**src/rtl/router_fifo_pkt.sv**
```systemverilog
`default_nettype none
// ============================================================================
// router_fifo_pkt
//   Router output FIFO storing bytes plus a header marker, with read-side
//   packet SOP/EOP tracking, occupancy flags and sticky overflow/underflow.
//   Revision: 1.0
// ============================================================================
module router_fifo_pkt #(
    parameter int DATA_W       = 8,
    parameter int DEPTH        = 16,
    parameter int ADDR_W       = $clog2(DEPTH),
    parameter int LEN_LSB      = 2,
    parameter int LEN_W        = 6,
    parameter int AFULL_THRESH = 14
) (
    input  logic              clock,
    input  logic              reset,
    input  logic              soft_reset,
    input  logic              write_enb,
    input  logic              read_enb,
    input  logic              lfd_state,
    input  logic [DATA_W-1:0] data_in,
    output logic [DATA_W-1:0] data_out,
    output logic              sop_out,
    output logic              eop_out,
    output logic              empty,
    output logic              full,
    output logic              almost_full,
    output logic [ADDR_W:0]   count,
    output logic              overflow,
    output logic              underflow
);

    localparam logic [ADDR_W:0] c_DEPTH = DEPTH[ADDR_W:0];
    localparam logic [ADDR_W:0] c_AFULL = AFULL_THRESH[ADDR_W:0];

    logic [DATA_W:0]   r_mem [DEPTH];
    logic [ADDR_W-1:0] r_wr_ptr;
    logic [ADDR_W-1:0] r_rd_ptr;
    logic [ADDR_W:0]   r_count;
    logic [LEN_W:0]    r_pkt_cnt;
    logic [DATA_W-1:0] r_data_out;
    logic              r_sop;
    logic              r_eop;
    logic              r_overflow;
    logic              r_underflow;

    logic              w_empty;
    logic              w_full;
    logic              w_wr_acc;
    logic              w_rd_acc;
    logic [DATA_W:0]   w_rd_word;
    logic [LEN_W:0]    w_hdr_len;

    assign w_empty   = (r_count == '0);
    assign w_full    = (r_count == c_DEPTH);
    assign w_wr_acc  = write_enb && !w_full;
    assign w_rd_acc  = read_enb && !w_empty;
    assign w_rd_word = r_mem[r_rd_ptr];
    // Header length counts payload bytes; +1 covers the trailing parity byte.
    assign w_hdr_len = {1'b0, w_rd_word[LEN_LSB +: LEN_W]} + (LEN_W+1)'(1);

    always_ff @(posedge clock) begin
        if (!soft_reset && w_wr_acc) begin
            r_mem[r_wr_ptr] <= {lfd_state, data_in};
        end
    end

    always_ff @(posedge clock or posedge reset) begin
        if (reset) begin
            r_wr_ptr    <= '0;
            r_rd_ptr    <= '0;
            r_count     <= '0;
            r_pkt_cnt   <= '0;
            r_data_out  <= '0;
            r_sop       <= 1'b0;
            r_eop       <= 1'b0;
            r_overflow  <= 1'b0;
            r_underflow <= 1'b0;
        end else if (soft_reset) begin
            r_wr_ptr    <= '0;
            r_rd_ptr    <= '0;
            r_count     <= '0;
            r_pkt_cnt   <= '0;
            r_data_out  <= '0;
            r_sop       <= 1'b0;
            r_eop       <= 1'b0;
            r_overflow  <= 1'b0;
            r_underflow <= 1'b0;
        end else begin
            if (write_enb && w_full) begin
                r_overflow <= 1'b1;
            end
            if (read_enb && w_empty) begin
                r_underflow <= 1'b1;
            end
            if (w_wr_acc) begin
                r_wr_ptr <= r_wr_ptr + ADDR_W'(1);
            end
            case ({w_wr_acc, w_rd_acc})
                2'b10:   r_count <= r_count + (ADDR_W+1)'(1);
                2'b01:   r_count <= r_count - (ADDR_W+1)'(1);
                default: r_count <= r_count;
            endcase
            if (w_rd_acc) begin
                r_rd_ptr   <= r_rd_ptr + ADDR_W'(1);
                r_data_out <= w_rd_word[DATA_W-1:0];
                if (w_rd_word[DATA_W]) begin
                    // A header always restarts tracking, even mid-packet.
                    r_pkt_cnt <= w_hdr_len;
                    r_sop     <= 1'b1;
                    r_eop     <= 1'b0;
                end else if (r_pkt_cnt != '0) begin
                    r_pkt_cnt <= r_pkt_cnt - (LEN_W+1)'(1);
                    r_sop     <= 1'b0;
                    r_eop     <= (r_pkt_cnt == (LEN_W+1)'(1));
                end else begin
                    r_sop <= 1'b0;
                    r_eop <= 1'b0;
                end
            end
        end
    end

    assign data_out    = r_data_out;
    assign sop_out     = r_sop;
    assign eop_out     = r_eop;
    assign empty       = w_empty;
    assign full        = w_full;
    assign almost_full = (r_count >= c_AFULL);
    assign count       = r_count;
    assign overflow    = r_overflow;
    assign underflow   = r_underflow;

endmodule
`default_nettype wire

```
**config.mk**
```make
export PLATFORM = sky130hd
export DESIGN_NAME = router_fifo_pkt
export DESIGN_NICKNAME = d
export VERILOG_FILES = /design/src/rtl/router_fifo_pkt.sv
export SDC_FILE = /design/constraint.sdc
export NUM_CORES = 1
export LEC_CHECK = 0
export CORE_UTILIZATION = 45
export DETAILED_ROUTE_END_ITERATION = 10
export PLACE_DENSITY = 0.74
export SLEW_MARGIN = 40
export SYNTH_ARGS = -nofsm -noshare
export SYNTH_HDL_FRONTEND = slang
export SYNTH_SLANG_ARGS = --single-unit
```
**constraint.sdc**
```tcl
create_clock -name clock -period 3.15 [get_ports clock]
set_input_delay 0.945 -clock clock [delete_from_list [all_inputs] [get_ports clock]]
set_output_delay 0.945 -clock clock [all_outputs]
set_load 0.005 [all_outputs]
```
==> out/results.ini <==
[outcome]
status=completed

[critical_path]
arrival_ns=2.13
crit_family=simple AND/OR/NAND/NOR gates
regToRegEndpoint=count[4]$_DFFE_PP0P_
regToRegSetupSlack_ns=0.32
critPathSlowestCell=sky130_fd_sc_hd__or4_4
r2r_cells=10
timing.setup.critical_path_class=register to output pin
setup.worst_path.start_class=register
r2r_start=count[1]$_DFFE_PP0P_
critical_path_buf_inv_count=1
crit_start=count[1]$_DFFE_PP0P_
worstPathMaxFanout=8
worst_setup_path_end_kind=output pin
worstPathRequired_ns=2.20
timing.critical_path.slowest_cell_delay_ns=0.57
critical_path.cell_chain=or4_4, nor2_2, clkdlybuf4s50_1

[clock_network]
clock_insertion_delay_worst_skew_ns=0.44
cts_inserted_buffers=17
cts_tree=done
clock_sinks=176
ctsLongestPathBuffers=2
ctsHoldBuffers=0
total_number_of_h_tree_levels=4
clkSlewWorstSetupHoldPaths_ns=0.06
cts_post_setup_buffers_inserted=0
clock-root-buffer=sky130_fd_sc_hd__clkbuf_16

[hold_path]
hold_path_startpoint=underflow$_DFFE_PP0P_
min_to=underflow$_DFFE_PP0P_
worst_hold_path_type=register to register
worstHoldPathCells=2

[route]
vias=4336
vias_per_cell=5.735
route.antenna.remaining_nets=0
wl_per_cell_um=21.00
number_of_detailed_route_iterations_in_the_first_pass=5
routed_wl_mm=15.88
dr.first_iter.drc_count=292
drcViolationCount=0

[global_route]
initial_antenna_violation_count=0
grt_start_max_net_pins=36
grt_pass1_vias=4368
groute.usage.overall=0.2010
grt_overflow_total=0
grt_first_pass_wirelength_mm=24.16

[finish]
antenna_cells_inserted=0
mostFrequentLayoutCell=sky130_fd_sc_hd__edfxtp_1
syn2layout_area_growth_pct=17.57
finish.net_count=552
mostFrequentLayoutCells=144 x sky130_fd_sc_hd__edfxtp_1, 51 x sky130_fd_sc_hd__nor2_1, 35 x sky130_fd_sc_hd__buf_4, 33 x sky130_fd_sc_hd__clkdlybuf4s50_1, 31 x sky130_fd_sc_hd__nand2_1
post_route_cells_drive_above_1_share=0.2056
final_std_cells_w_o_fill=756
postLayoutCellArea_um2=8816

[placement]
routabilityCongestion=0.8262
place_hpwl_mm=10.17
buffer_ports.inserted=33
post_dp_cell_area_um2=8223
placed_cells=724
pre_cts_ws_ns=-0.2588

[yosys]
synth_compound_area_frac=0.05273
synthDominantCellAreaShare=0.5767
post_synth_fa_ha_maj_area_fraction=0.01835
yosys.cell_types.count=52
synthTopCellsByArea=sky130_fd_sc_hd__edfxtp_1 58%, sky130_fd_sc_hd__dfrtp_1 11%, sky130_fd_sc_hd__mux4_2 8.7%, sky130_fd_sc_hd__nor2_1 2.6%, sky130_fd_sc_hd__mux4_1 2.5%
seq_total_area_yosys=0.6835
syn-cell-area_um2=7498
synthSimpleGateAreaFrac=0.07359
synth_enable_flop_cells=144
synthesis.yosys.warnings=0
ys_async_sr_fraction=0.1818
postSynthNetCount=488
combinational_family_with_the_most_area_after_synthesis=multiplexers
post_synth_inst_count=463
synthMuxAreaShare=0.1337
postSynthRegisterBits=176
postSynth.topFlopCell=sky130_fd_sc_hd__edfxtp_1
post_synth_xor_area_fraction=0.01402
synthesis.area_per_instance_um2=16.20
yosysTopAreaCell=sky130_fd_sc_hd__edfxtp_1

[power_and_ir_drop]
pwr_density_cell_nw_per_um2=746.1
leakagePower_nw=3.051
ir_worst_vdd_mv=0.4289

[floorplanning]
placeableCoreArea_um2=16060
floorplan.die.width_um=131.1
die_height_um=131.1
rows=46
floorplan.die_area_um2=17180
ioPinCount=34
floorplan.initialDensity=0.4670

[sta]
fmax_ghz=0.3257
finalSetupViolations=0
skew_ns=0.009298
period_share=0.9748
layout_setup_ws_ns=0.07942
rsz0062_at_grt=no
final-hold-violation-count=0
slew-limit-headroom=0.5096
report.final.slew_viol_count=0
tightestPinTransition_ns=0.7356
period_minus_slack_ns=3.071

[job]
max-cap-violations=0

-- layer usage --
| layer | part of all wire | track usage | routed length [um] |
|---|---|---|---|
| met2 | 0.50 | 0.3333 | 7872 |
| met1 | 0.42 | 0.2553 | 6736 |
| met3 | 0.048 | 0.03531 | 755 |
| met4 | 0.032 | 0.1034 | 515 |
| met5 | 0 | 0 | 0 |
-- how the worst max path moves through the flow --
| stage | endpoint | slack (ns) | cells past startpoint |
|---|---|---|---|
| after global placement | count[4]$_DFFE_PP0P_ | -0.07 | 10 |
| after global routing | r_pkt_cnt[6]$_DFFE_PP0P_ | 0.007 | 10 |
| after CTS | empty | 0.03 | 3 |
| final | empty | 0.08 | 3 |
| after floorplan | count[4]$_DFFE_PP0P_ | 0.42 | 9 |
| after detailed placement | count[4]$_DFFE_PP0P_ | -0.26 | 10 |
-- state kept, by name, indices dropped and copies added (netlist names) --
| name | count |
|---|---|
| count | 5 |
| sop_out | 1 |
| r_rd_ptr | 4 |
| r_wr_ptr | 4 |
| eop_out | 1 |
| underflow | 1 |
| data_out | 8 |
| r_pkt_cnt | 7 |
| r_mem | 144 |
| overflow | 1 |
-- cells by family (layout without fill, tap and decap cells) --
| family | after synthesis | in the layout |
|---|---|---|
| buf+inv | 33 | 110 |
| flops | 176 | 176 |
| xor+xnor | 12 | 12 |
| simple gates | 122 | 122 |
| compound gates | 57 | 57 |
| fa+ha+maj | 11 | 11 |
| mux | 52 | 52 |
-- synthesized netlist by cell type, types with 2 or more instances --
| library cell | count |
|---|---|
| sky130_fd_sc_hd__a211oi_1 | 3 |
| sky130_fd_sc_hd__a21oi_1 | 18 |
| sky130_fd_sc_hd__a221oi_1 | 5 |
| sky130_fd_sc_hd__a22oi_1 | 7 |
| sky130_fd_sc_hd__a311o_1 | 3 |
| sky130_fd_sc_hd__a31oi_1 | 2 |
| sky130_fd_sc_hd__and2_1 | 4 |
| sky130_fd_sc_hd__buf_2 | 9 |
| sky130_fd_sc_hd__buf_8 | 2 |
| sky130_fd_sc_hd__clkbuf_1 | 9 |
| sky130_fd_sc_hd__dfrtp_1 | 32 |
| sky130_fd_sc_hd__edfxtp_1 | 144 |
| sky130_fd_sc_hd__ha_1 | 11 |
| sky130_fd_sc_hd__inv_1 | 8 |
| sky130_fd_sc_hd__mux2_2 | 4 |
| sky130_fd_sc_hd__mux2i_1 | 12 |
| sky130_fd_sc_hd__mux4_1 | 7 |
| sky130_fd_sc_hd__mux4_2 | 29 |
| sky130_fd_sc_hd__nand2_1 | 31 |
| sky130_fd_sc_hd__nand3_1 | 9 |
| sky130_fd_sc_hd__nand3b_1 | 2 |
| sky130_fd_sc_hd__nand4_1 | 2 |
| sky130_fd_sc_hd__nor2_1 | 52 |
| sky130_fd_sc_hd__nor2b_1 | 7 |
| sky130_fd_sc_hd__nor3_1 | 4 |
| sky130_fd_sc_hd__nor4_1 | 3 |
| sky130_fd_sc_hd__o21ai_0 | 3 |
| sky130_fd_sc_hd__o21ai_1 | 2 |
| sky130_fd_sc_hd__o21bai_1 | 2 |
| sky130_fd_sc_hd__o22ai_1 | 3 |
| sky130_fd_sc_hd__or3_1 | 2 |
| sky130_fd_sc_hd__or4_1 | 2 |
| sky130_fd_sc_hd__xnor2_1 | 6 |
| sky130_fd_sc_hd__xor2_1 | 6 |
-- where the power goes --
part	internal (mW)	switching [mW]	total (mW)	leakage, nW
logic	0.816	0.833	1.65	1.05
clock network	1.18	0.911	2.09	0.279
registers	2.66	0.173	2.84	1.73
total	4.66	1.92	6.58	3.05
-- metrics by stage --
| stage | hold WS (ns) | TNS, ns | power (mW) | util |
|---|---|---|---|---|
| finish | 0.5007 | 0 | 6.578 | 0.5490 |
| global route | 0.5501 | 0 | 6.870 | 0.5490 |
| floorplan | 0.4859 | 0 | 3.964 | - |
| global placement | 0.4831 | -0.07388 | 4.435 | 0.5121 |
| CTS | 0.5109 | 0 | 6.585 | 0.5485 |
| detailed placement | 0.4942 | -0.2588 | 4.498 | 0.5121 |
-- final cells by class --
cell class | count | area [um2]
Fill cell | 1229 | 7242
Sequential cell | 176 | 5130
Multi-Input combinational cell | 254 | 2202
Timing Repair Buffer | 68 | 593.1
Clock buffer | 18 | 429.2
Tap cell | 216 | 270.3
Clock inverter | 14 | 153.9
Inverter | 10 | 37.54
-- repair_timing --
action                                  in CTS  in global routing
resized for setup                            1                  2
endpoints found under the setup margin       1                  2
pin swaps                                    0                  0
-- worst reg2reg max path, stage by stage, from the launching register on --
cell and delay, ns:
sky130_fd_sc_hd__dfrtp_1 0.48, sky130_fd_sc_hd__or4_4 0.57, sky130_fd_sc_hd__o21ai_2 0.14, sky130_fd_sc_hd__nor2_1 0.08, sky130_fd_sc_hd__xor2_1 0.17, sky130_fd_sc_hd__ha_1 0.24, sky130_fd_sc_hd__nor2_1 0.14, sky130_fd_sc_hd__o31ai_1 0.09
sky130_fd_sc_hd__a31oi_1 0.23, sky130_fd_sc_hd__mux2i_1 0.23, sky130_fd_sc_hd__mux2_2 0.35
No activity file was read; power rests on OpenSTA's default activity.
